### config.mk
export PLATFORM = sky130hd
export DESIGN_NAME = power_seq
export DESIGN_NICKNAME = d
export VERILOG_FILES = /design/src/rtl/power_seq.sv
export SDC_FILE = /design/constraint.sdc
export NUM_CORES = 1
export LEC_CHECK = 0
export CAP_MARGIN = 20
export CORE_MARGIN = 2
export CORE_UTILIZATION = 51
export DETAILED_ROUTE_END_ITERATION = 10
export PLACE_DENSITY = 0.77
export SETUP_SLACK_MARGIN = 0.2
export SKIP_CTS_REPAIR_TIMING = 1
export SLEW_MARGIN = 10
export SYNTH_ARGS = -nofsm -noshare
export SYNTH_HDL_FRONTEND = slang
export SYNTH_SLANG_ARGS = --single-unit
export TNS_END_PERCENT = 30
### constraint.sdc
create_clock -name clk -period 2.2 [get_ports clk]
set_input_delay 0.44 -clock clk [delete_from_list [all_inputs] [get_ports clk]]
set_output_delay 0.44 -clock clk [all_outputs]
set_load 0.02 [all_outputs]
### src/rtl/power_seq.sv
// Purpose: sequences N_RAILS supply rails up in order (each qualified by a held power-good), down in reverse, and latches rail faults.
// Latency: rail_en[0] asserts on the edge that samples pwr_req high; each later rail asserts on the edge its predecessor qualifies.
// Backpressure: none; rail_good is live feedback and pwr_req is a level request, only honoured in IDLE/UP/ON/FAULT.
module power_seq #(
    parameter int N_RAILS     = 4,
    parameter int DELAY_CYC   = 30,
    parameter int TIMEOUT_CYC = 100
) (
    input  logic               clk,
    input  logic               resetb,
    input  logic               pwr_req,
    input  logic [N_RAILS-1:0] rail_good,
    output logic [N_RAILS-1:0] rail_en,
    output logic               all_good,
    output logic               fault,
    output logic [3:0]         fault_rail,
    output logic               busy
);

    localparam int MAX_CNT = (DELAY_CYC > TIMEOUT_CYC) ? DELAY_CYC : TIMEOUT_CYC;
    localparam int CW      = $clog2(MAX_CNT + 1);
    localparam int KW      = (N_RAILS > 1) ? $clog2(N_RAILS) : 1;

    // Compare against "last value before the limit" so the action lands on
    // the same edge the counter would reach the limit.
    localparam logic [CW-1:0]      DLY_LAST = CW'(DELAY_CYC - 1);
    localparam logic [CW-1:0]      TMO_LAST = CW'(TIMEOUT_CYC - 1);
    localparam logic [CW-1:0]      CNT_SAT  = '1;
    localparam logic [CW-1:0]      CNT_ONE  = CW'(1);
    localparam logic [KW-1:0]      K_LAST   = KW'(N_RAILS - 1);
    localparam logic [KW-1:0]      K_ONE    = KW'(1);
    localparam logic [N_RAILS-1:0] EN_ONE   = N_RAILS'(1);

    typedef enum logic [2:0] {
        S_IDLE  = 3'd0,
        S_UP    = 3'd1,
        S_ON    = 3'd2,
        S_DOWN  = 3'd3,
        S_FAULT = 3'd4
    } state_t;

    state_t             state, state_nxt;
    logic [KW-1:0]      k, k_nxt;
    logic [CW-1:0]      qual_cnt, qual_nxt;
    // tmr_cnt is the timeout counter in UP and the power-down spacing counter in DOWN
    logic [CW-1:0]      tmr_cnt, tmr_nxt;
    logic [N_RAILS-1:0] rail_en_nxt;
    logic               fault_nxt;
    logic [3:0]         fault_rail_nxt;

    logic               lo_up_vld, lo_all_vld;
    logic [3:0]         lo_up_idx, lo_all_idx;
    logic               qual_hit;

    function automatic logic [CW-1:0] sat_inc(input logic [CW-1:0] v);
        return (v == CNT_SAT) ? v : v + CNT_ONE;
    endfunction

    // Lowest rail reading low: among already-qualified rails (j<k) and among all rails
    always_comb begin
        lo_up_vld  = 1'b0;
        lo_up_idx  = '0;
        lo_all_vld = 1'b0;
        lo_all_idx = '0;
        for (int j = N_RAILS - 1; j >= 0; j--) begin
            if (!rail_good[j]) begin
                lo_all_vld = 1'b1;
                lo_all_idx = 4'(j);
                if (j < int'(k)) begin
                    lo_up_vld = 1'b1;
                    lo_up_idx = 4'(j);
                end
            end
        end
    end

    // State register
    always_ff @(posedge clk or negedge resetb) begin
        if (!resetb) state <= S_IDLE;
        else         state <= state_nxt;
    end

    // Next-state and datapath-next logic; fault beats both qualification and power-down
    always_comb begin
        state_nxt      = state;
        k_nxt          = k;
        qual_nxt       = qual_cnt;
        tmr_nxt        = tmr_cnt;
        rail_en_nxt    = rail_en;
        fault_nxt      = fault;
        fault_rail_nxt = fault_rail;
        qual_hit       = rail_good[k] && (qual_cnt == DLY_LAST);

        case (state)
            S_IDLE: begin
                if (pwr_req) begin
                    state_nxt   = S_UP;
                    k_nxt       = '0;
                    qual_nxt    = '0;
                    tmr_nxt     = '0;
                    rail_en_nxt = EN_ONE;
                end
            end

            S_UP: begin
                if (lo_up_vld || (!qual_hit && tmr_cnt == TMO_LAST)) begin
                    // earlier rail collapsing is reported ahead of the current rail's timeout
                    state_nxt      = S_FAULT;
                    rail_en_nxt    = '0;
                    fault_nxt      = 1'b1;
                    fault_rail_nxt = lo_up_vld ? lo_up_idx : 4'(k);
                    k_nxt          = '0;
                    qual_nxt       = '0;
                    tmr_nxt        = '0;
                end else if (!pwr_req) begin
                    // enabled rails are always contiguous from 0, so a shift drops the highest
                    state_nxt   = S_DOWN;
                    rail_en_nxt = rail_en >> 1;
                    qual_nxt    = '0;
                    tmr_nxt     = '0;
                end else if (qual_hit) begin
                    qual_nxt = '0;
                    tmr_nxt  = '0;
                    if (k == K_LAST) begin
                        state_nxt = S_ON;
                    end else begin
                        k_nxt       = k + K_ONE;
                        rail_en_nxt = (rail_en << 1) | EN_ONE;
                    end
                end else begin
                    // a low sample restarts qualification; the timeout keeps running
                    qual_nxt = rail_good[k] ? sat_inc(qual_cnt) : '0;
                    tmr_nxt  = sat_inc(tmr_cnt);
                end
            end

            S_ON: begin
                if (lo_all_vld) begin
                    state_nxt      = S_FAULT;
                    rail_en_nxt    = '0;
                    fault_nxt      = 1'b1;
                    fault_rail_nxt = lo_all_idx;
                    k_nxt          = '0;
                    tmr_nxt        = '0;
                end else if (!pwr_req) begin
                    state_nxt   = S_DOWN;
                    rail_en_nxt = rail_en >> 1;
                    tmr_nxt     = '0;
                end
            end

            S_DOWN: begin
                // rail_good is deliberately ignored while powering down
                if (tmr_cnt == DLY_LAST) begin
                    tmr_nxt = '0;
                    if (rail_en == '0) begin
                        state_nxt = S_IDLE;
                        k_nxt     = '0;
                    end else begin
                        rail_en_nxt = rail_en >> 1;
                    end
                end else begin
                    tmr_nxt = sat_inc(tmr_cnt);
                end
            end

            S_FAULT: begin
                rail_en_nxt = '0;
                if (!pwr_req) begin
                    state_nxt = S_IDLE;
                    fault_nxt = 1'b0;
                    k_nxt     = '0;
                    qual_nxt  = '0;
                    tmr_nxt   = '0;
                end
            end

            default: begin
                state_nxt   = S_IDLE;
                rail_en_nxt = '0;
                fault_nxt   = 1'b0;
                k_nxt       = '0;
                qual_nxt    = '0;
                tmr_nxt     = '0;
            end
        endcase
    end

    // Datapath registers: rail index, counters and the registered outputs
    always_ff @(posedge clk or negedge resetb) begin
        if (!resetb) begin
            k          <= '0;
            qual_cnt   <= '0;
            tmr_cnt    <= '0;
            rail_en    <= '0;
            fault      <= 1'b0;
            fault_rail <= '0;
        end else begin
            k          <= k_nxt;
            qual_cnt   <= qual_nxt;
            tmr_cnt    <= tmr_nxt;
            rail_en    <= rail_en_nxt;
            fault      <= fault_nxt;
            fault_rail <= fault_rail_nxt;
        end
    end

    // Status outputs decoded from the state register
    always_comb begin
        all_good = (state == S_ON);
        busy     = (state == S_UP) || (state == S_DOWN);
    end

endmodule

=== Yosys cells after proc, flatten, opt, wreduce, memory -nomap -nowiden ===
Cells that the tools add are included.

* $add $sub $neg: 3
* $lt $le $gt $ge: 4
* Eq/ne operators: 25
* Multiplexer cells: 77
* Bitwise operators: 2
* Reductions and logical operators: 16

{| class="wikitable"
|+ Operator list
! operator !! number
|-
| $mux W7 || 14
|-
| $mux W4 || 18
|-
| $pmux W7 S5 || 1
|-
| $mux W3 || 10
|-
| $pmux W7 S4 || 1
|-
| $mux W2 || 13
|-
| $eq A7 B7 Y1 const B || 3
|-
| $pmux W4 S4 || 1
|-
| $pmux W3 S5 || 1
|-
| $add A7 B1 Y7 const B || 2
|-
| $eq A7 B5 Y1 const B || 2
|-
| $mux W1 || 14
|-
| $ne A2 B2 Y1 const B || 6
|-
| $ne A4 B4 Y1 const B || 3
|-
| $pmux W2 S5 || 1
|-
| $ne A3 B3 Y1 const B || 3
|-
| $pmux W4 S2 || 1
|-
| $reduce_and A4 Y1 || 2
|-
| $reduce_and A8 Y1 || 1
|-
| $reduce_and A7 Y1 || 1
|-
| $eq A3 B2 Y1 const B || 2
|-
| $ne A6 B6 Y1 const B || 1
|-
| $reduce_and A6 Y1 || 1
|-
| $logic_not A4 Y1 || 1
|-
| other kinds (19) || 24
|}

* Flip-flop bits (word level): 28
* Input port bits: 7
* Output and inout bits: 11
* Logic and storage cells: 134

=== Logic depth before layout (Yosys ltp) ===
Gate-level depths: netlist (run 1).

* Word-level depth: 10
* Depth in mapped cells: 9
* Gate-level depth less buffers: 9

=== Least setup slack after synthesis (run 1) ===
No wires, ideal clock.

* Path type: flip-flop to flip-flop
* Start: reg tmr_cnt[0]
* End: reg fault_rail[1]
* Library setup time: 0.125 ns
* Arrival: 2.109 ns
* Required time: 2.075 ns
* Slack: -0.034 ns
* Stages on the path, launching flop included: 7
* Buffers on the path: 0
* Clock period less this slack: 2.234 ns
* Path through: dfrtp_1 ha_1 nor4b_1 nand3_1 o21a_4 o41ai_4 mux2_4

* Longest elaborated chain between the ends: 5

{| class="wikitable"
|+ RTL lines
! element !! RTL line !! text
|-
| start: declaration || 46 || <nowiki>logic [CW-1:0] tmr_cnt, tmr_nxt;</nowiki>
|-
| start signal: assignment || 201 || <nowiki>tmr_cnt <= tmr_nxt;</nowiki>
|-
| $eq A7 B7 Y1 || 106 || <nowiki>if (lo_up_vld || (!qual_hit && tmr_cnt == TMO_LAST)) begin</nowiki>
|-
| $logic_and A1 B1 Y1 || 106 ||
|-
| $logic_or A1 B1 Y1 || 106 ||
|-
| $ne A2 B2 Y1 (no line) || n/a ||
|-
| $reduce_and A3 Y1 (no line) || n/a ||
|-
| end signal: assignment || 204 || <nowiki>fault_rail <= fault_rail_nxt;</nowiki>
|-
| end: declaration || 16 || <nowiki>output logic [3:0] fault_rail,</nowiki>
|}

No other way between the ends.
A chain may end at the register's enable or synchronous reset.

=== Worst setup path after layout (run 1) ===
* Start: reg k[1]
* End: reg fault_rail[0]

* Longest elaborated chain between the ends: 10
* Elaborated cells on any way between the ends: 24
* Classes of those cells: 3 x order compare; 1 x eq/ne; 15 x mux; 5 x reduce/logical

{| class="wikitable"
|+ RTL lines
! element !! RTL line !! text
|-
| start: declaration || 43 || <nowiki>logic [KW-1:0] k, k_nxt;</nowiki>
|-
| start signal: assignment || 199 || <nowiki>k <= k_nxt;</nowiki>
|-
| $lt A2 B2 Y1 || 69 || <nowiki>if (j < int'(k)) begin</nowiki>
|-
| $mux W1 || 69 ||
|-
| $mux W1 || 66 || <nowiki>if (!rail_good[j]) begin</nowiki>
|-
| $mux W1 || 69 ||
|-
| $mux W1 || 66 ||
|-
| $mux W1 || 69 ||
|-
| $mux W1 || 66 ||
|-
| $mux W4 or $logic_or A1 B1 Y1 (tied branches) || 111, 106 ||
|-
| $mux W4 or $ne A2 B2 Y1 (tied branches) || n/a ||
|-
| $pmux W4 S2 or $reduce_and A3 Y1 (tied branches) || n/a ||
|}

Several ways; a longest one is shown, not always the timed one. The select of a mux whose other input is x is not followed.

==> summary.md, run 1 <==
| Metric | Value |
|---|---|
| Status | complete, but fails checks |
| Violated checks | negative setup slack |
| Logic pwr share | 0.619 |
| Share of cells above drive strength 1 | 0.2588 |
| Synth Cell Area | ~1900 µm² |
| Leak Pwr | between 1 and 1.5 nW |
| Routed len/inst | around 14 µm |
| RSZ-0062 raised after global routing | yes |
| Flop pwr share | 0.277 |
| Tcrit/Tclk final | 1.006 |
| Vias in the first global route | approximately 1600 |
| Kind of critical path | register to register |
| Area of the die | a little over 4000 µm² |
| Worst hold path type | input pin to async pin |
| Ant diodes | 0 |
| Nets | 270 |
| CP max FO | 7 |
| Most used DFF post-synth | dfrtp_1 |
| Post-synth top area share | 0.3490 |
| Die Width | between 60 and 70 µm |
| Drt total wl | 4296 µm |
| Die H | 64.46 µm |
| Internal power | 0.001409 W |
| First-pass GRT wire length | between 7000 and 8000 µm |
| # rows | 21 |
| Clk sinks | 26 |
| Peak VDD IR | approximately 0.00045 V |
| TritonCTS buffer count | 3 |
| Clock group share of total power | 0.104 |
| Commonest non-fill, non-tap cell in the layout | buf_4 |
| Port Buf Inserts | 15 |
| Worst-path clk slew | ~150 ps |
| Via density | 5.854 |
| Top area cells in the synthesized netlist | dfrtp_1 (35%), ha_1 (4.7%), a21oi_1 (4.0%), nor2_1 (4.0%), o21ai_0 (3.2%) |
| Clock Tree Buf Depth | 2 |
| Max Cap Viol | 0 |
| Clk_skew | between 4 and 5 ps |
| Setup slack after layout | -13.28 ps |
| CP required | ~2500 ps |
| Hpwl dp | 3092 µm |
| Switch Pwr | about 0.0010 W |
| Final hold vios | 0 |
| CTS tree | done |
| Sequential cell area fraction in the yosys report | 0.3490 |
| Sw Ratio | 0.4261 |
| Routability congestion estimate from global placement | between 0.8 and 0.9 |
| Post-route ant nets | 0 |
| Total core area | about 3400 µm² |
| Overall Global Routing Usage | 0.2267 |
| WP data arrival | ~2500 ps |
| Pin count of the biggest net entering global routing | 27 |
| Post-synthesis register bit count | 26 |
| Gr ovfl total | 0 |
| Number of I/O pins | 18 |
| Total power | about 0.0025 W |
| Syn_area_per_cell | roughly 8.9 µm² |
| Commonest non-fill, non-tap cells in the layout | buf_4 (34), dfrtp_1 (23), nor2_1 (19) |
| EDFF count, synth | 0 |
| Place WS | -401.4 ps |
| Mapped Cells | 209 |
| Asr flop ratio synth | 1.000 |
| Vias | roughly 1800 |
| Min Clock Period, post-route | 2213 ps |
| Register-to-Register Path Depth | 7 |
| PD cells | a little over 1000 nW/µm² |
| DR pass1 iterations | 4 |
| Worst setup SP type | register |
| H-tree Lvls | 1 |
| Final Slew Violations | 0 |
| Clk root buf | clkbuf_4 |
| Initial DRC Count | around 120 |
| Initial antenna violation count | 0 |
| Final instance area | 2394 µm² |
| Measured slew at the worst slew-check pin | 490.2 ps |
| Initial Utilization | 0.5458 |
| DRC | 0 |
| Rel. slew slack | 0.6702 |
| Clk_lat worst skew | roughly 340 ps |
| Yosys top cell by area | dfrtp_1 |
| Cell Area, Placed | around 2200 µm² |
| Yosys warning count | 0 |
| Area grow syn2layout | 28.39% |
| Final setup fails | 2 |
| Synth cell types | between 50 and 60 |
| Highest Clock Rate | between 400 and 500 MHz |
| Crit end category | register |
==> state kept, by name, indices dropped and copies added, names as in the netlist <==
name and count:
fault 1, fault_rail 2, qual_cnt 7, k 2, tmr_cnt 7, rail_en 4
state 3
==> synth_stat cells (3+ instances only) <==
library cell	count
a21oi_1	15
a41oi_1	4
and3_1	4
buf_1	3
dfrtp_1	26
ha_1	7
inv_1	11
mux2_2	3
nand2_1	14
nand3_1	11
nand4_1	7
nor2_1	20
nor2b_1	3
nor3_1	5
nor3b_1	3
o21ai_0	12
o31ai_1	3
xor2_1	4
==> per-stage QoR <==
step                      hold WS [ps]  std cells  utilization  TNS (ps)
after floorplan                  144.4        210            -         0
after global placement           512.5        290       0.6582     -3857
after detailed placement         521.2        290       0.6582     -4564
after CTS                        473.1        294       0.6689    -214.0
after global routing             515.8        301       0.7007    -434.2
final                            454.5        301       0.7007    -23.80
==> path summary, 6_finish.rpt <==
check | from | end | slack [ps]
min in group clk | fault_rail[1] | fault_rail[1] | 550
worst min register to register | fault_rail[1] | fault_rail[1] | 550
worst min-delay path | resetb | state[1] | 450
max in group asynchronous | resetb | k[0] | 1470
worst max-delay path | k[1] | fault_rail[0] | -10
worst max register to register | k[1] | fault_rail[0] | -10
==> logic make-up (layout without fill, tap and decap cells) <==
logic type | after synthesis | count (layout) | share of synthesized area
DFF | 26 | 26 | 0.3490
muxes | 7 | 7 | 0.04899
AOI/OAI and AO/OA | 61 | 61 | 0.2416
and+or+nand+nor | 82 | 82 | 0.2383
buffers and inverters | 20 | 65 | 0.04966
xor gates and xnor gates | 5 | 5 | 0.02349
adders and majority gates | 7 | 7 | 0.04698
other | 1 | 2 | 0.002011
==> final cells by class <==
| class | instances | area (µm²) |
|---|---|---|
| multi-input cells | 164 | 1172 |
| fillers | 266 | 1022 |
| flip-flops and latches | 26 | 654.4 |
| repair buffers | 50 | 431.7 |
| well taps | 46 | 57.56 |
| inverters | 11 | 41.29 |
| clock buffers | 4 | 36.28 |
==> power groups by stage <==
stage                     clock network [W]  logic (W)  registers [W]
final                              0.000254    0.00152       0.000680
after global routing               0.000276    0.00166       0.000695
after CTS                          0.000261    0.00143       0.000683
after detailed placement                  0    0.00142       0.000693
after global placement                    0    0.00139       0.000691
after floorplan                           0   0.000859       0.000724
==> critical path, stage by stage, from the launching register on <==
cell     delay [ps]
dfrtp_2         420
mux4_2          530
and4_4          230
o21a_4          230
o41ai_4         370
buf_4           190
nor2_2           30
a31oi_1         130
==> routing by layer <==
layer | track usage | routed length, µm
met5 | 0 | 0
met4 | 0.1144 | 123
met3 | 0.03299 | 151
met1 | 0.3087 | 2100
met2 | 0.3529 | 1920
Power figures use the tool's default switching activity.
==> inputs of run 2 (changes only) <==
--- a/config.mk
+++ b/config.mk
@@ -7,9 +7,10 @@
 export LEC_CHECK = 0
 export CAP_MARGIN = 20
 export CORE_MARGIN = 2
-export CORE_UTILIZATION = 51
+export CORE_UTILIZATION = 53
+export CTS_BUF_LIST = sky130_fd_sc_hd__clkbuf_8
 export DETAILED_ROUTE_END_ITERATION = 10
-export PLACE_DENSITY = 0.77
+export PLACE_DENSITY = 0.8
 export SETUP_SLACK_MARGIN = 0.2
 export SKIP_CTS_REPAIR_TIMING = 1
 export SLEW_MARGIN = 10
==> run 2 against run 1 <==
  * The flow now finishes without violations
  * Fmax rose by 1.4%
  * Wire length rose by 7.4%
  * Design area rose by 0.73%
  * Sequential share of layout area fell by 0.20 points
==> summary.md, run 2 (synthesis gave the netlist of run 1 again) <==
| Metric | Value |
|---|---|
| Met3 Use GR | 0.02500 (-0.007986) |
| Drt total wl | 4615 µm (+7.4%) |
| Crit end category | register |
| Setup TNS | 0 ps (+23.80 ps) |
| Gr ovfl total | 0 (unchanged) |
| Peak VDD IR | 0.0006320 V (+41%) |
| Crit path to | rail_en[2] |
| Via density | 5.973 (+2.0%) |
| Internal power | 0.001487 W (+5.5%) |
| Max Cap Viol | 0 (unchanged) |
| Vias in the first global route | 1594 (-3.3%) |
| Tcrit/Tclk final | 0.9918 (-0.01420) |
| Sw Ratio | 0.4278 (+0.001687) |
| CP max FO | 8 (+1) |
| Flop pwr share | 0.268 (-0.009) |
| Worst-path clk slew | 90 ps (-60 ps) |
| Status | finished, final reports clean |
| Logic pwr share | 0.625 (+0.006) |
| Kind of critical path | register to register |
| GRT met1 Usage | 0.3096 (+0.0009082) |
| Port Buf Inserts | 15 (unchanged) |
| Rel. slew slack | 0.6373 (-0.03287) |
| CP required | 2360 ps (-110 ps) |
| Die H | 63.31 µm (-1.8%) |
| Total power | 0.002599 W (+5.9%) |
| Grt peak-use layer | met2 |
| Measured slew at the worst slew-check pin | 542.1 ps (+51.82 ps) |
| TritonCTS buffer count | 3 (unchanged) |
| Initial Utilization | 0.5543 (+0.008528) |
| FF-to-FF Start | k[1] |
| Overall Global Routing Usage | 0.2207 (-0.006076) |
| Clock Tree Buf Depth | 2 (unchanged) |
| Min Clock Period, post-route | 2182 ps (-31.24 ps) |
| Total core area | 3363 µm² (-1.5%) |
| PD cells | 1078 nW/µm² (+5.1%) |
| Post-route ant nets | 0 (unchanged) |
| Switch Pwr | 0.001112 W (+6.3%) |
| Final hold vios | 0 (unchanged) |
| DRC | 0 (unchanged) |
| First-pass GRT wire length | 7169 µm (-3.4%) |
| Routed len/inst | 15.38 µm (+7.8%) |
| Die Width | 63.31 µm (-1.8%) |
| Worst setup SP type | register |
| H-tree Lvls | 1 (unchanged) |
| Hpwl dp | 3103 µm (+0.37%) |
| Initial DRC Count | 100 (-13%) |
| Nets | 269 (-0.37%) |
| Highest Clock Rate | 458.3 MHz (+1.4%) |
| Clk_skew | 10.60 ps (+6.282 ps) |
| Pin count of the biggest net entering global routing | 27 (unchanged) |
| Clock group share of total power | 0.106 (+0.002) |
| # rows | 21 (unchanged) |
| Reg2Reg Setup Slack | 20 ps (+30 ps) |
| Ant diodes | 0 (unchanged) |
| Final core occ | 0.7169 (+0.01616) |
| Number of I/O pins | 18 (unchanged) |
| Register-to-Register Path Depth | 6 (-1) |
| Commonest non-fill, non-tap cells in the layout | buf_4 (34), dfrtp_1 (23), nor2_1 (19) |
| Worst setup startpoint | k[1] |
| WP data arrival | 2340 ps (-140 ps) |
| Clk sinks | 26 (unchanged) |
| Commonest non-fill, non-tap cell in the layout | buf_4 |
| Routability congestion estimate from global placement | 0.8607 (+0.65%) |
| Area of the die | 4008 µm² (-3.5%) |
| RR Endpoint | rail_en[2] |
| Clk root buf | clkbuf_8 |
| RSZ-0062 raised after global routing | yes |
| Clk_lat worst skew | 280 ps (-60 ps) |
| Vias | 1792 (+1.7%) |
| Final Slew Violations | 0 (unchanged) |
| DR pass1 iterations | 4 (unchanged) |
| CTS tree | done |
| Initial antenna violation count | 0 (unchanged) |
| Regs by FF count | qual_cnt (7), tmr_cnt (7), rail_en (4) |
| Area grow syn2layout | 29.33% |
| Met2 GRT Util | 0.3497 (-0.003131) |
| Final setup fails | 0 (-2) |
| Worst hold path type | input pin to async pin |
| Share of cells above drive strength 1 | 0.2520 (-0.006855) |
| Leak Pwr | 1.085 nW (-1.1%) |
## run 2: how the worst min path moves through the flow
stage,start,end,depth (start not counted)
4_1_cts,resetb,fault_rail[0],2
2_1_floorplan,resetb,fault,0
3_5_place_dp,fault_rail[1],fault_rail[1],1
6_report,resetb,fault_rail[0],2
3_3_place_gp,fault_rail[1],fault_rail[1],1
5_1_grt,fault_rail[1],fault_rail[1],1
## run 2: final cells by class
cell class              instances  area [µm²]
flip-flops and latches         26       654.4
clock buffers                   3       41.29
repair buffers                 49       417.9
inverters                      11       41.29
multi-input cells             164        1195
well taps                      46       57.56
clock inverters                 1       3.754
fillers                       258       952.2
## run 2: critical path: stages (launching register included)
cell and delay (ps):
dfrtp_2 440, mux4_2 560, and4_4 250, o211ai_4 270
o21ai_2 90, a22o_1 180, mux2_2 260
## run 2: through the flow
stage	hold slack (ps)	worst slack (ps)	instances	area, µm²
6_report	523.8	17.96	300	2411
5_1_grt	564.6	-86.96	300	2411
4_1_cts	535.1	-72.17	296	2308
2_1_floorplan	144.4	28.60	210	1882
3_3_place_gp	507.0	-305.8	292	2263
3_5_place_dp	513.6	-328.6	292	2263
## run 2: routing by layer
metal / vias up / wire length (µm)
met5: - / 0
met4: 0 / 99
met3: 8 / 148
met2: 45 / 2179
met1: 867 / 2187
li1: 872 / -
## run 2: power groups by stage
stage | Clock [W] | Sequential, W | Combinational (W)
global placement | 0 | 0.000699 | 0.00141
finish | 0.000276 | 0.000698 | 0.00163
global route | 0.000312 | 0.000712 | 0.00175
CTS | 0.000282 | 0.000693 | 0.00145
floorplan | 0 | 0.000724 | 0.000859
detailed placement | 0 | 0.000702 | 0.00144
